<file path="src/rtl/fifo_entry_ctrl_pkg.sv">
// Shared types and helpers for the in-order entry controller.
package fifo_ctrl_pkg;

  typedef enum logic {RUN = 1'b0, DRAIN = 1'b1} state_e;

  // Pointer increment with an explicit wrap, so DEPTH need not be a power of two.
  function automatic int unsigned wrap_inc(input int unsigned ptr, input int unsigned depth);
    return (ptr == depth - 1) ? 0 : ptr + 1;
  endfunction

endpackage

</file>
<file path="src/rtl/fifo_entry_ctrl_if.sv">
// Handshake bundle between the entry controller and its allocator/retire clients.
interface fifo_entry_ctrl_if #(
  parameter int DEPTH = 6,
  parameter int IDX_W = $clog2(DEPTH),
  parameter int CNT_W = $clog2(DEPTH + 1)
);
  logic             alloc_req;
  logic             alloc_ready;
  logic [IDX_W-1:0] alloc_idx;
  logic [DEPTH-1:0] alloc_onehot;
  logic             done_valid;
  logic [IDX_W-1:0] done_idx;
  logic             retire_en;
  logic             retire_fire;
  logic [IDX_W-1:0] retire_idx;
  logic             flush;
  logic             drain_req;
  logic             drained;
  logic [DEPTH-1:0] valid_entry;
  logic [CNT_W-1:0] count;
  logic             full;
  logic             empty;

  modport master (
    output alloc_req, done_valid, done_idx, retire_en, flush, drain_req,
    input  alloc_ready, alloc_idx, alloc_onehot, retire_fire, retire_idx,
           drained, valid_entry, count, full, empty
  );

  modport slave (
    input  alloc_req, done_valid, done_idx, retire_en, flush, drain_req,
    output alloc_ready, alloc_idx, alloc_onehot, retire_fire, retire_idx,
           drained, valid_entry, count, full, empty
  );
endinterface

</file>
<file path="src/rtl/fifo_entry_ctrl_ptr_wrap.sv">
// Registered circular pointer: increment-and-wrap with a synchronous clear.
module fifo_ptr_wrap
  import fifo_ctrl_pkg::*;
#(
  parameter int DEPTH = 6,
  parameter int IDX_W = $clog2(DEPTH)
) (
  input  logic             clk,
  input  logic             rst_n,
  input  logic             clr_i,
  input  logic             inc_i,
  output logic [IDX_W-1:0] ptr_o
);
  logic [IDX_W-1:0] ptr_q, ptr_d;

  always_comb begin
    ptr_d = ptr_q;
    if (clr_i)      ptr_d = '0;
    else if (inc_i) ptr_d = IDX_W'(wrap_inc(32'(ptr_q), DEPTH));
  end

  always_ff @(posedge clk) begin
    if (!rst_n) ptr_q <= '0;
    else        ptr_q <= ptr_d;
  end

  assign ptr_o = ptr_q;
endmodule

</file>
<file path="src/rtl/fifo_entry_ctrl.sv">
// Allocate / complete / retire controller for a DEPTH-entry circular in-order buffer,
// with flush and drain support for pipeline recovery.
module fifo_entry_ctrl
  import fifo_ctrl_pkg::*;
#(
  parameter int DEPTH = 6,
  parameter int IDX_W = $clog2(DEPTH),
  parameter int CNT_W = $clog2(DEPTH + 1)
) (
  input logic               clk,
  input logic               rst_n,
  fifo_entry_ctrl_if.slave  bus
);
  logic [IDX_W-1:0] head_ptr, tail_ptr;
  logic [DEPTH-1:0] valid_q, valid_d, done_q, done_d;
  logic [DEPTH-1:0] head_oh, tail_oh, done_oh;
  logic [CNT_W-1:0] count_q, count_d;
  state_e           state_q, state_d;
  logic             drained_q, drained_d;
  logic             full, alloc_ready, alloc_fire, retire_fire, done_hit;

  assign head_oh = DEPTH'(1) << head_ptr;
  assign tail_oh = DEPTH'(1) << tail_ptr;
  // Out-of-range indices shift clean out of the mask, so they never hit.
  assign done_oh = DEPTH'(1) << bus.done_idx;

  assign full        = (count_q == CNT_W'(DEPTH));
  assign alloc_ready = rst_n && !full && (state_q == RUN) && !bus.flush;
  assign alloc_fire  = bus.alloc_req && alloc_ready;
  assign retire_fire = rst_n && bus.retire_en && !bus.flush && |(valid_q & done_q & head_oh);
  assign done_hit    = bus.done_valid && !bus.flush && |(done_oh & valid_q)
                       && !(alloc_fire && (done_oh == tail_oh))
                       && !(retire_fire && (done_oh == head_oh));

  always_comb begin
    valid_d = valid_q;
    done_d  = done_q;
    count_d = count_q;
    if (done_hit) done_d = done_d | done_oh;
    if (retire_fire) begin
      valid_d = valid_d & ~head_oh;
      done_d  = done_d & ~head_oh;
    end
    if (alloc_fire) begin
      valid_d = valid_d | tail_oh;
      done_d  = done_d & ~tail_oh;
    end
    case ({alloc_fire, retire_fire})
      2'b10:   count_d = count_q + CNT_W'(1);
      2'b01:   count_d = count_q - CNT_W'(1);
      default: count_d = count_q;
    endcase
    if (bus.flush) begin
      valid_d = '0;
      done_d  = '0;
      count_d = '0;
    end
  end

  always_comb begin
    state_d   = state_q;
    drained_d = 1'b0;
    case (state_q)
      RUN:   if (bus.drain_req) state_d = DRAIN;
      DRAIN: if (count_q == '0) begin
        state_d   = RUN;
        drained_d = 1'b1;
      end
      default: state_d = RUN;
    endcase
    if (bus.flush) begin
      state_d   = RUN;
      drained_d = 1'b0;
    end
  end

  always_ff @(posedge clk) begin
    if (!rst_n) begin
      valid_q   <= '0;
      done_q    <= '0;
      count_q   <= '0;
      state_q   <= RUN;
      drained_q <= 1'b0;
    end else begin
      valid_q   <= valid_d;
      done_q    <= done_d;
      count_q   <= count_d;
      state_q   <= state_d;
      drained_q <= drained_d;
    end
  end

  fifo_ptr_wrap #(.DEPTH(DEPTH), .IDX_W(IDX_W)) u_head (
    .clk(clk), .rst_n(rst_n), .clr_i(bus.flush), .inc_i(retire_fire), .ptr_o(head_ptr)
  );

  fifo_ptr_wrap #(.DEPTH(DEPTH), .IDX_W(IDX_W)) u_tail (
    .clk(clk), .rst_n(rst_n), .clr_i(bus.flush), .inc_i(alloc_fire), .ptr_o(tail_ptr)
  );

  assign bus.alloc_ready  = alloc_ready;
  assign bus.alloc_idx    = tail_ptr;
  assign bus.alloc_onehot = tail_oh;
  assign bus.retire_fire  = retire_fire;
  assign bus.retire_idx   = head_ptr;
  assign bus.drained      = drained_q;
  assign bus.valid_entry  = valid_q;
  assign bus.count        = count_q;
  assign bus.full         = full;
  assign bus.empty        = (count_q == '0);
endmodule

</file>
<file path="src/flat_wrapper.sv">
// flat-port wrapper written by rule: the top's interface ports become plain ports
module fifo_entry_ctrl_flat import fifo_ctrl_pkg::*;
#(
  parameter int DEPTH = 6,
  parameter int IDX_W = $clog2(DEPTH),
  parameter int CNT_W = $clog2(DEPTH + 1)
)
  (clk, rst_n, bus_alloc_req, bus_done_valid, bus_done_idx, bus_retire_en, bus_flush, bus_drain_req, bus_alloc_ready, bus_alloc_idx, bus_alloc_onehot, bus_retire_fire, bus_retire_idx, bus_drained, bus_valid_entry, bus_count, bus_full, bus_empty);
  fifo_entry_ctrl_if #(.DEPTH(DEPTH), .IDX_W(IDX_W), .CNT_W(CNT_W)) bus_i ();
  input logic clk;
  input logic rst_n;
  input wire logic [$bits(bus_i.alloc_req)-1:0] bus_alloc_req;
  input wire logic [$bits(bus_i.done_valid)-1:0] bus_done_valid;
  input wire logic [$bits(bus_i.done_idx)-1:0] bus_done_idx;
  input wire logic [$bits(bus_i.retire_en)-1:0] bus_retire_en;
  input wire logic [$bits(bus_i.flush)-1:0] bus_flush;
  input wire logic [$bits(bus_i.drain_req)-1:0] bus_drain_req;
  output wire logic [$bits(bus_i.alloc_ready)-1:0] bus_alloc_ready;
  output wire logic [$bits(bus_i.alloc_idx)-1:0] bus_alloc_idx;
  output wire logic [$bits(bus_i.alloc_onehot)-1:0] bus_alloc_onehot;
  output wire logic [$bits(bus_i.retire_fire)-1:0] bus_retire_fire;
  output wire logic [$bits(bus_i.retire_idx)-1:0] bus_retire_idx;
  output wire logic [$bits(bus_i.drained)-1:0] bus_drained;
  output wire logic [$bits(bus_i.valid_entry)-1:0] bus_valid_entry;
  output wire logic [$bits(bus_i.count)-1:0] bus_count;
  output wire logic [$bits(bus_i.full)-1:0] bus_full;
  output wire logic [$bits(bus_i.empty)-1:0] bus_empty;
  assign bus_i.alloc_req = bus_alloc_req;
  assign bus_i.done_valid = bus_done_valid;
  assign bus_i.done_idx = bus_done_idx;
  assign bus_i.retire_en = bus_retire_en;
  assign bus_i.flush = bus_flush;
  assign bus_i.drain_req = bus_drain_req;
  assign bus_alloc_ready = bus_i.alloc_ready;
  assign bus_alloc_idx = bus_i.alloc_idx;
  assign bus_alloc_onehot = bus_i.alloc_onehot;
  assign bus_retire_fire = bus_i.retire_fire;
  assign bus_retire_idx = bus_i.retire_idx;
  assign bus_drained = bus_i.drained;
  assign bus_valid_entry = bus_i.valid_entry;
  assign bus_count = bus_i.count;
  assign bus_full = bus_i.full;
  assign bus_empty = bus_i.empty;
  fifo_entry_ctrl #(.DEPTH(DEPTH), .IDX_W(IDX_W), .CNT_W(CNT_W)) u_core (.clk(clk), .rst_n(rst_n), .bus(bus_i));
endmodule
</file>
<file path="config.mk">
export PLATFORM = sky130hd
export DESIGN_NAME = fifo_entry_ctrl_flat
export DESIGN_NICKNAME = d
export VERILOG_FILES = /design/src/rtl/fifo_entry_ctrl_pkg.sv /design/src/rtl/fifo_entry_ctrl_if.sv /design/src/rtl/fifo_entry_ctrl_ptr_wrap.sv /design/src/rtl/fifo_entry_ctrl.sv /design/src/flat_wrapper.sv
export SDC_FILE = /design/constraint.sdc
export NUM_CORES = 1
export LEC_CHECK = 0
export CAP_MARGIN = 20
export CORE_MARGIN = 10
export CORE_UTILIZATION = 30
export CTS_CLUSTER_SIZE = 14
export DETAILED_ROUTE_END_ITERATION = 10
export GPL_ROUTABILITY_DRIVEN = 0
export PLACE_DENSITY_LB_ADDON = 0.08
export SLEW_MARGIN = 20
export SYNTH_ARGS = -nofsm -noshare
export SYNTH_HDL_FRONTEND = slang
export SYNTH_SLANG_ARGS = --single-unit
</file>
<file path="constraint.sdc">
create_clock -name clk -period 5 [get_ports clk]
set_input_delay 1.25 -clock clk [delete_from_list [all_inputs] [get_ports clk]]
set_output_delay 1.25 -clock clk [all_outputs]
set_load 0.02 [all_outputs]
</file>
# Word level (Yosys, flattened, before mapping)
# Cells that the tools add are included.
# W data, S select, Z words.
[classes] add_sub_neg=4 n_eq_ne=7 n_shift=3 n_mux=12 bitwise=12 reduce_logical=23
[ops] operator="$and A6 B6 Y6" count=6
[ops] operator="$mux W6" count=5
[ops] operator="$shl A1 B3 Y6 const A" count=3
[ops] operator="$logic_and A1 B1 Y1" count=13
[ops] operator="$eq A6 B6 Y1" count=2
[ops] operator="$not A6 Y6" count=2
[ops] operator="$or A6 B6 Y6" count=2
[ops] operator="$reduce_or A6 Y1" count=2
[ops] operator="$add A3 B1 Y3 const B" count=3
[ops] operator="$eq A3 B3 Y1 const B" count=3
[ops] operator="$mux W3" count=2
[ops] operator="$pmux W3 S2" count=1
[ops] operator="$logic_not A1 Y1" count=4
[ops] operator="$logic_not A3 Y1" count=1
[ops] operator="$mux W1" count=3
[ops] operator="$reduce_or A3 Y1" count=1
[ops] operator="$sub A3 B1 Y3 const B" count=1
[ops] operator="$eq A2 B1 Y1 const B" count=1
[ops] operator="$eq A2 B2 Y1 const B" count=1
[ops] operator="$not A1 Y1" count=2
[ops] operator="$pmux W1 S2" count=1
[ops] operator="$reduce_bool A2 Y1" count=1
[ops] operator="$reduce_or A2 Y1" count=1
[totals] ff_bits=23 input_bits=10 out_inout_bits=26 elab_cells=68

# Longest topological paths before layout
# Gate-level depths: netlist of run 1.
[depth] word_depth=15 mapped_depth=13 depth_no_buf=12

# Cells and area by module
# From an unflattened synthesis of run 1, not the netlist that was laid out.
[hier_totals] hier_cells=178 area_unflattened_um2=1473.9
[modules_own_cells] mod="fifo_entry_ctrl" n_inst=1 cells_per_inst=154 area_per_inst_um2=1216.2 seq_area_each_um2=340.3
[modules_own_cells] mod="fifo_ptr_wrap" n_inst=2 cells_per_inst=12 area_per_inst_um2=128.9 seq_area_each_um2=60.1

# Worst setup path before layout of run 1
# No wires, ideal clock.
[synth_path] path_kind="input to register" from="input port bus_flush" to="register u_core.count_q[2] (netlist: u_core.bus.count[2])" setup_time_ns=0.070 arrival_ns=3.407 t_required_ns=4.930 slack_ns=1.523 stages=10 path_buffers=2 path_cell_list="nand2b_1 clkbuf_1 clkbuf_1 nor2_1 ha_1 inv_1 fa_1 xor2_1 or3_1 a21oi_1"
[synth_between] elab_chain_len=5 word_cells_on_any_way=10 cone_classes="eq/ne: 2; mux: 1; reduce/logical: 7"
[synth_rtl] element="start: declaration" line_no="flat_wrapper.sv:16" text="input wire logic [$bits(bus_i.flush)-1:0] bus_flush;"
[synth_rtl] element="$logic_not A1 Y1 (*)" line_no="fifo_entry_ctrl.sv:30" text="assign retire_fire = rst_n && bus.retire_en && !bus.flush && |(valid_q & done_q & head_oh);"
[synth_rtl] element="$logic_and A1 B1 Y1 (*) (2 in series)" line_no="fifo_entry_ctrl.sv:30"
[synth_rtl] element="via bus_retire_fire" line_no="flat_wrapper.sv:21" text="output wire logic [$bits(bus_i.retire_fire)-1:0] bus_retire_fire;"
[synth_rtl] element="$eq A2 B1 Y1 or $eq A2 B2 Y1 (tied branches)" line_no="fifo_entry_ctrl.sv:48" text="case ({alloc_fire, retire_fire})"
[synth_rtl] element="$pmux W3 S2 or $reduce_bool A2 Y1 (tied branches)"
[synth_rtl] element="end signal: assignment" line_no="fifo_entry_ctrl.sv:87" text="count_q <= count_d;"
[synth_rtl] element="end: declaration" line_no="fifo_entry_ctrl.sv:17" text="logic [CNT_W-1:0] count_q, count_d;"
# Mark *: on every way through the listed nets, which the timed path passes. The rest lies on a longest branch.
# A chain may end at the register's enable or synchronous reset.

# Worst setup path after layout of run 1
[layout_path] from="register u_core.u_head.ptr_q[1] (netlist: u_core.u_head.ptr_o[1])" to="output port bus_retire_fire"
[layout_between] elab_chain_len=4
[layout_rtl] element="start: declaration" line_no="fifo_entry_ctrl_ptr_wrap.sv:14" text="logic [IDX_W-1:0] ptr_q, ptr_d;"
[layout_rtl] element="start signal: assignment" line_no="fifo_entry_ctrl_ptr_wrap.sv:24" text="else ptr_q <= ptr_d;"
[layout_rtl] element="$shl A1 B3 Y6" line_no="fifo_entry_ctrl.sv:22" text="assign head_oh = DEPTH'(1) << head_ptr;"
[layout_rtl] element="$and A6 B6 Y6" line_no="fifo_entry_ctrl.sv:30"
[layout_rtl] element="$reduce_or A6 Y1" line_no="fifo_entry_ctrl.sv:30"
[layout_rtl] element="$logic_and A1 B1 Y1" line_no="fifo_entry_ctrl.sv:30"
[layout_rtl] element="end: declaration" line_no="flat_wrapper.sv:21"
# Every way passes these cells.

==> flow_metrics.py, run 1 <==
metrics = {
    "detailed_routing": {
        "drc": 0,
        "first_iter_violations": 85,
        "ant_nets": 0,
        "wire_per_inst_um": 15.7,
        "viasPerCell": 5.12,
        "vias": 1505,
        "drt-total-wl_mm": 4.62,
        "drtPass1Iterations": 4,
    },
    "global_route": {
        "grtUsageTotal_pct": 11.5,
        "grt-ovfl-total": 0,
        "grt_pass1_wl_mm": 7.87,
        "grt_max_degree": 19,
        "antenna_found_initial": 0,
        "grt_pass1_vias": 1495,
    },
    "power_and_ir_drop": {
        "switching_share_pct": 27.2,
        "power.internal_uw": 265,
        "peakVddDrop_uv": 75.4,
        "pwr-share-comb_pct": 14.7,
        "seqPwrFrac_pct": 51.8,
        "powerDensity_nw_per_um2": 186,
        "power_switching_uw": 98.7,
        "clockPowerShare_pct": 33.5,
        "leakagePower_nw": 0.629,
    },
    "logic_synthesis": {
        "postSynthCellCount": 196,
        "ys_types": 44,
        "async_flop_share_pct": 0,
        "ys_seq_area_share_pct": 30.8,
        "synth-main-ff-cell": "dfxtp_1",
        "synth_area_um2": 1500,
        "synthXorXnorAreaFrac_pct": 2.34,
        "synth-simple-area-share_pct": 28.5,
        "synth_nets": 210,
        "postSynthAreaPerCell_um2": 7.63,
        "synth-warning-count": 0,
        "synthMuxAreaShare_pct": 2.09,
        "synthAdderAreaFrac_pct": 3.85,
        "synth_compound_area_share_pct": 26.1,
        "synth_edf_count": 0,
        "yosys_register_bits": 23,
        "synth_top_family_by_area": "simple AND/OR/NAND/NOR gates",
    },
    "place": {
        "port_buffers": 35,
        "post-dp-hpwl_mm": 3.52,
    },
    "timing": {
        "tns_ns": 0,
        "fin_skew_ns": 0.00787,
        "final.min_clock_period_ns": 4.21,
        "fmax_mhz": 237,
        "rsz0062_at_grt": "no",
        "setup_viol": 0,
        "tightest_slew_ns": 0.662,
        "hold_viol": 0,
        "slew_headroom_pct": 55.7,
        "fin_crit_sh_pct": 84.3,
        "whs_ns": 0.471,
        "slew_viol_final": 0,
    },
    "clock_network": {
        "insertion_delay_ns": 0.27,
        "htreeDepth": 1,
        "ctsHoldBuffers": 0,
        "cts_tree": "done",
        "cts_setup_buffers": 0,
        "cts.repair.resized": 0,
        "cts_buffer_depth": 2,
        "root_buffer": "clkbuf_8",
        "cts_buffers": 3,
        "numClockSinks": 23,
        "clk_pin_slew_ns": 0.09,
    },
    "setup_path": {
        "path_depth": 7,
        "critPathMaxFanout": 12,
        "cp_top_family": "compound AO/OA/AOI/OAI gates",
        "r2r-start": "u_core.u_head.ptr_o[1]",
        "crit_end": "bus_retire_fire",
        "crit_start": "u_core.u_head.ptr_o[1]",
        "critPathBufInv": 1,
        "crit_chain": "and2_1 -> ha_1 -> and3_1 -> a41o_1 -> o41ai_4 -> nor2_1 -> clkdlybuf4s50_1",
        "crit_path_start_kind": "flop",
        "r2r_setup_slack_ns": 1.79,
        "cpMaxStageDelayCell": "o41ai_4",
        "worstPathRequired_ns": 3.75,
        "critPathKind": "flop to primary output",
        "worstPathArrival_ns": 2.96,
        "crit_path_end_kind": "primary output",
        "max_stage_delay_ns": 0.62,
        "rr_worst_depth": 12,
        "reg2reg_to": "u_core.bus.count[2]",
    },
    "finish": {
        "drive_gt1_share_pct": 5.73,
        "area_delta_synth_final_pct": 30.4,
        "multi_input_area_um2": 941,
        "final_cell_mix": "35 x clkdlybuf4s50_1, 23 x dfxtp_1, 20 x nand2_1",
        "diodes": 0,
        "final_common_cell": "clkdlybuf4s50_1",
        "fin_util_pct": 40.7,
        "final_nets": 242,
        "regArea_um2": 460,
        "fill_cells": 512,
    },
    "status": {
        "status": "completed",
    },
    "die": {
        "initial_utilization_pct": 31.2,
        "die_h_um": 90.6,
        "fp.dieW_um": 90.6,
        "row_count": 25,
        "io_pins": 36,
        "dieArea_um2": 8210,
        "coreArea_um2": 4790,
    },
    "hold_path": {
        "min_path_type": "flop to flop",
    },
    "job": {
        "drv_cap": 0,
    },
}
-- power by group through the flow --
stage / sequential (mW) / clock (mW) / combinational, mW
2_1_floorplan: 0.193 / 0 / 0.0302
3_3_place_gp: 0.193 / 0 / 0.0537
3_5_place_dp: 0.193 / 0 / 0.0534
4_1_cts: 0.188 / 0.127 / 0.0535
5_1_grt: 0.189 / 0.135 / 0.0583
6_report: 0.188 / 0.122 / 0.0533
-- synthesized netlist by cell type, drive strengths merged (4+ instances only) --
master | instances | area, µm²
dfxtp | 23 | 460
nand2 | 20 | 75.1
a21oi | 19 | 95.1
nor2 | 17 | 63.8
o21ai | 14 | 73.8
inv | 12 | 45.0
nand3 | 9 | 45.0
nor3b | 8 | 60.1
buf | 6 | 30.0
nor3 | 6 | 30.0
and2 | 5 | 31.3
clkbuf | 5 | 18.8
and3 | 4 | 25.0
nor2b | 4 | 25.0
o211ai | 4 | 30.0
or3 | 4 | 25.0
-- worst register-to-register path, stage by stage, from the launching register on --
cell and delay (ns):
dfxtp_1 0.43, and2_1 0.22, ha_1 0.25, and3_1 0.21, a41o_1 0.25, o41ai_4 0.62
nor2_1 0.14, ha_1 0.27, inv_1 0.08, fa_1 0.18, xor2_1 0.07, or3_1 0.30
a21oi_1 0.14
-- sequential cells by signal, indices dropped and copies added (netlist names) --
name and count:
u_core.bus.valid_entry 6, u_core.done_q 6, u_core.bus.count 3, u_core.u_head.ptr_o 3, u_core.u_tail.ptr_o 3, u_core.bus.drained 1, u_core.state_q 1
-- metal layers --
layer,track usage (%),wire [µm]
met1,15.2,2290
met2,17.6,2080
met3,3.08,205
met4,3.32,44
met5,0,0
-- metrics by stage --
step                      area [µm²]  cells  setup slack [ns]  total power [mW]
after CTS                       1950    294             0.754             0.369
after detailed placement        1900    290             0.820             0.246
after global placement          1900    290             0.826             0.246
after floorplan                 1500    196              1.52             0.223
final                           1950    294             0.785             0.363
after global routing            1950    294             0.551             0.382
-- how the worst min path moves through the flow --
stage	startpoint	end	depth (start not counted)
3_3_place_gp	u_core.done_q[2]	u_core.done_q[2]	2
6_report	u_core.done_q[2]	u_core.done_q[2]	2
5_1_grt	u_core.done_q[2]	u_core.done_q[2]	2
2_1_floorplan	u_core.done_q[3]	u_core.done_q[3]	2
3_5_place_dp	u_core.done_q[2]	u_core.done_q[2]	2
4_1_cts	u_core.done_q[2]	u_core.done_q[2]	2
-- cell type report --
type                    instances  share of cell area, %
repair buffers                 38                   19.1
clock buffers                   3                   2.12
inverters                      12                   2.31
flip-flops and latches         23                   23.6
multi-input cells             150                   48.3
well taps                      67                   4.30
clock inverters                 1                  0.257
-- cell families after synthesis --
logic type | after synthesis
simple gates | 83
compound gates | 56
buf+inv | 23
flops | 23
xor+xnor | 4
fa+ha+maj | 4
mux | 3
No activity file was read; power rests on OpenSTA's default activity.
==> inputs of run 2 (changes only) <==
Clock period 5 ns to 3.4 ns, I/O delays scaled along.
==> flow_metrics.py, run 2 (same netlist as run 1, synthesis figures left out) <==
metrics = {
    "timing": {
        "fmax_mhz": 311,
        "fin_skew_ns": 0.00544,
        "tightest_slew_ns": 0.462,
        "slew_viol_final": 0,
        "hold_viol": 0,
        "final.min_clock_period_ns": 3.22,
        "slew_headroom_pct": 69.1,
        "fin_crit_sh_pct": 94.6,
        "rsz0062_at_grt": "no",
        "tns_ns": 0,
        "setup_viol": 0,
    },
    "detailed_routing": {
        "first_iter_violations": 100,
        "drt-total-wl_mm": 4.80,
        "viasPerCell": 5.16,
        "ant_nets": 0,
        "drc": 0,
        "drtPass1Iterations": 4,
        "vias": 1563,
        "wire_per_inst_um": 15.8,
    },
    "die": {
        "dieArea_um2": 8210,
        "coreArea_um2": 4790,
        "initial_utilization_pct": 31.2,
        "io_pins": 36,
        "die_h_um": 90.6,
        "row_count": 25,
        "fp.dieW_um": 90.6,
    },
    "clock_network": {
        "insertion_delay_ns": 0.27,
        "clk_pin_slew_ns": 0.09,
        "ctsHoldBuffers": 0,
        "cts_buffers": 3,
        "cts.repair.resized": 0,
        "cts_setup_buffers": 0,
        "htreeDepth": 1,
        "root_buffer": "clkbuf_8",
        "cts_tree": "done",
        "cts_buffer_depth": 2,
        "numClockSinks": 23,
    },
    "global_route": {
        "antenna_found_initial": 0,
        "grt_pass1_vias": 1552,
        "grt-ovfl-total": 0,
        "grt_pass1_wl_mm": 8.14,
        "grt_max_degree": 20,
        "grtUsageTotal_pct": 11.8,
    },
    "finish": {
        "fin_util_pct": 42.2,
        "regArea_um2": 460,
        "fill_cells": 522,
        "final_cell_mix": "34 x clkdlybuf4s50_1, 23 x dfxtp_1, 20 x nand2_1",
        "final_common_cell": "clkdlybuf4s50_1",
        "diodes": 0,
        "final_nets": 251,
        "drive_gt1_share_pct": 8.90,
        "multi_input_area_um2": 941,
        "area_delta_synth_final_pct": 35.0,
    },
    "power_and_ir_drop": {
        "switching_share_pct": 26.7,
        "powerDensity_nw_per_um2": 267,
        "power.internal_uw": 394,
        "seqPwrFrac_pct": 51.1,
        "pwr-share-comb_pct": 15.8,
        "peakVddDrop_uv": 133,
        "clockPowerShare_pct": 33.1,
        "leakagePower_nw": 0.691,
        "power_switching_uw": 144,
    },
    "setup_path": {
        "critPathKind": "primary input to primary output",
        "max_stage_delay_ns": 0.64,
        "critPathBufInv": 2,
        "worstPathArrival_ns": 2.37,
        "cpMaxStageDelayCell": "clkdlybuf4s50_1",
        "crit_chain": "clkdlybuf4s50_1 -> nand2b_1 -> nor3_1 -> clkdlybuf4s50_1",
        "crit_path_start_kind": "primary input",
        "crit_path_end_kind": "primary output",
        "critPathMaxFanout": 4,
        "cp_top_family": "buffers and inverters",
        "cpMostUsedCell": "clkdlybuf4s50_1",
        "worstPathRequired_ns": 2.55,
    },
    "place": {
        "post-dp-hpwl_mm": 3.65,
        "port_buffers": 35,
    },
    "status": {
        "status": "completed",
    },
    "hold_path": {
        "min_path_type": "flop to flop",
    },
    "job": {
        "drv_cap": 0,
    },
}
run 2: worst paths after layout:
| kind | start | end | slack, ns | cells after the start |
|---|---|---|---|---|
| worst min register to register | u_core.done_q[2] | u_core.done_q[2] | 0.47 | 2 |
| worst max register to register | u_core.u_head.ptr_o[2] | u_core.bus.count[2] | 0.72 | 11 |
| worst min-delay path | u_core.done_q[2] | u_core.done_q[2] | 0.47 | 2 |
| worst max-delay path | bus_flush | bus_alloc_ready | 0.18 | 4 |
run 2: layer usage:
| metal | up-vias | global-route usage [%] | part of all wire [%] |
|---|---|---|---|
| met1 | 731 | 15.5 | 48 |
| met3 | 4 | 3.66 | 5.9 |
| li1 | 789 | - | - |
| met4 | 0 | 2.12 | 0.92 |
| met2 | 39 | 18.3 | 45 |
| met5 | - | 0 | 0 |
run 2: layout make-up:
| class | instances | area share [%] |
|---|---|---|
| clock buffers | 4 | 2.23 |
| repair buffers | 47 | 21.9 |
| inverters | 12 | 2.23 |
| flip-flops and latches | 23 | 22.8 |
| well taps | 67 | 4.15 |
| multi-input cells | 150 | 46.6 |
run 2: worst min-delay path, stage by stage, from the launching register on:
cell and delay [ns]:
dfxtp_1 0.33, inv_1 0.05, a21oi_1 0.05
run 2: power groups by stage:
stage | combinational (mW) | sequential (mW) | clock, mW
2_1_floorplan | 0.0444 | 0.283 | 0
3_3_place_gp | 0.0854 | 0.281 | 0
3_5_place_dp | 0.0848 | 0.281 | 0
4_1_cts | 0.0851 | 0.275 | 0.188
5_1_grt | 0.0932 | 0.276 | 0.201
6_report | 0.0851 | 0.275 | 0.178
run 2: per-stage QoR:
step	hold WS, ns	power [mW]	cells	worst slack (ns)	cell area, µm²
CTS	0.472	0.548	303	0.0957	2020
detailed placement	0.460	0.366	299	0.166	1970
floorplan	0.432	0.328	196	0.315	1500
finish	0.474	0.538	303	0.184	2020
global route	0.502	0.570	303	0.0741	2020
global placement	0.456	0.367	299	0.171	1970
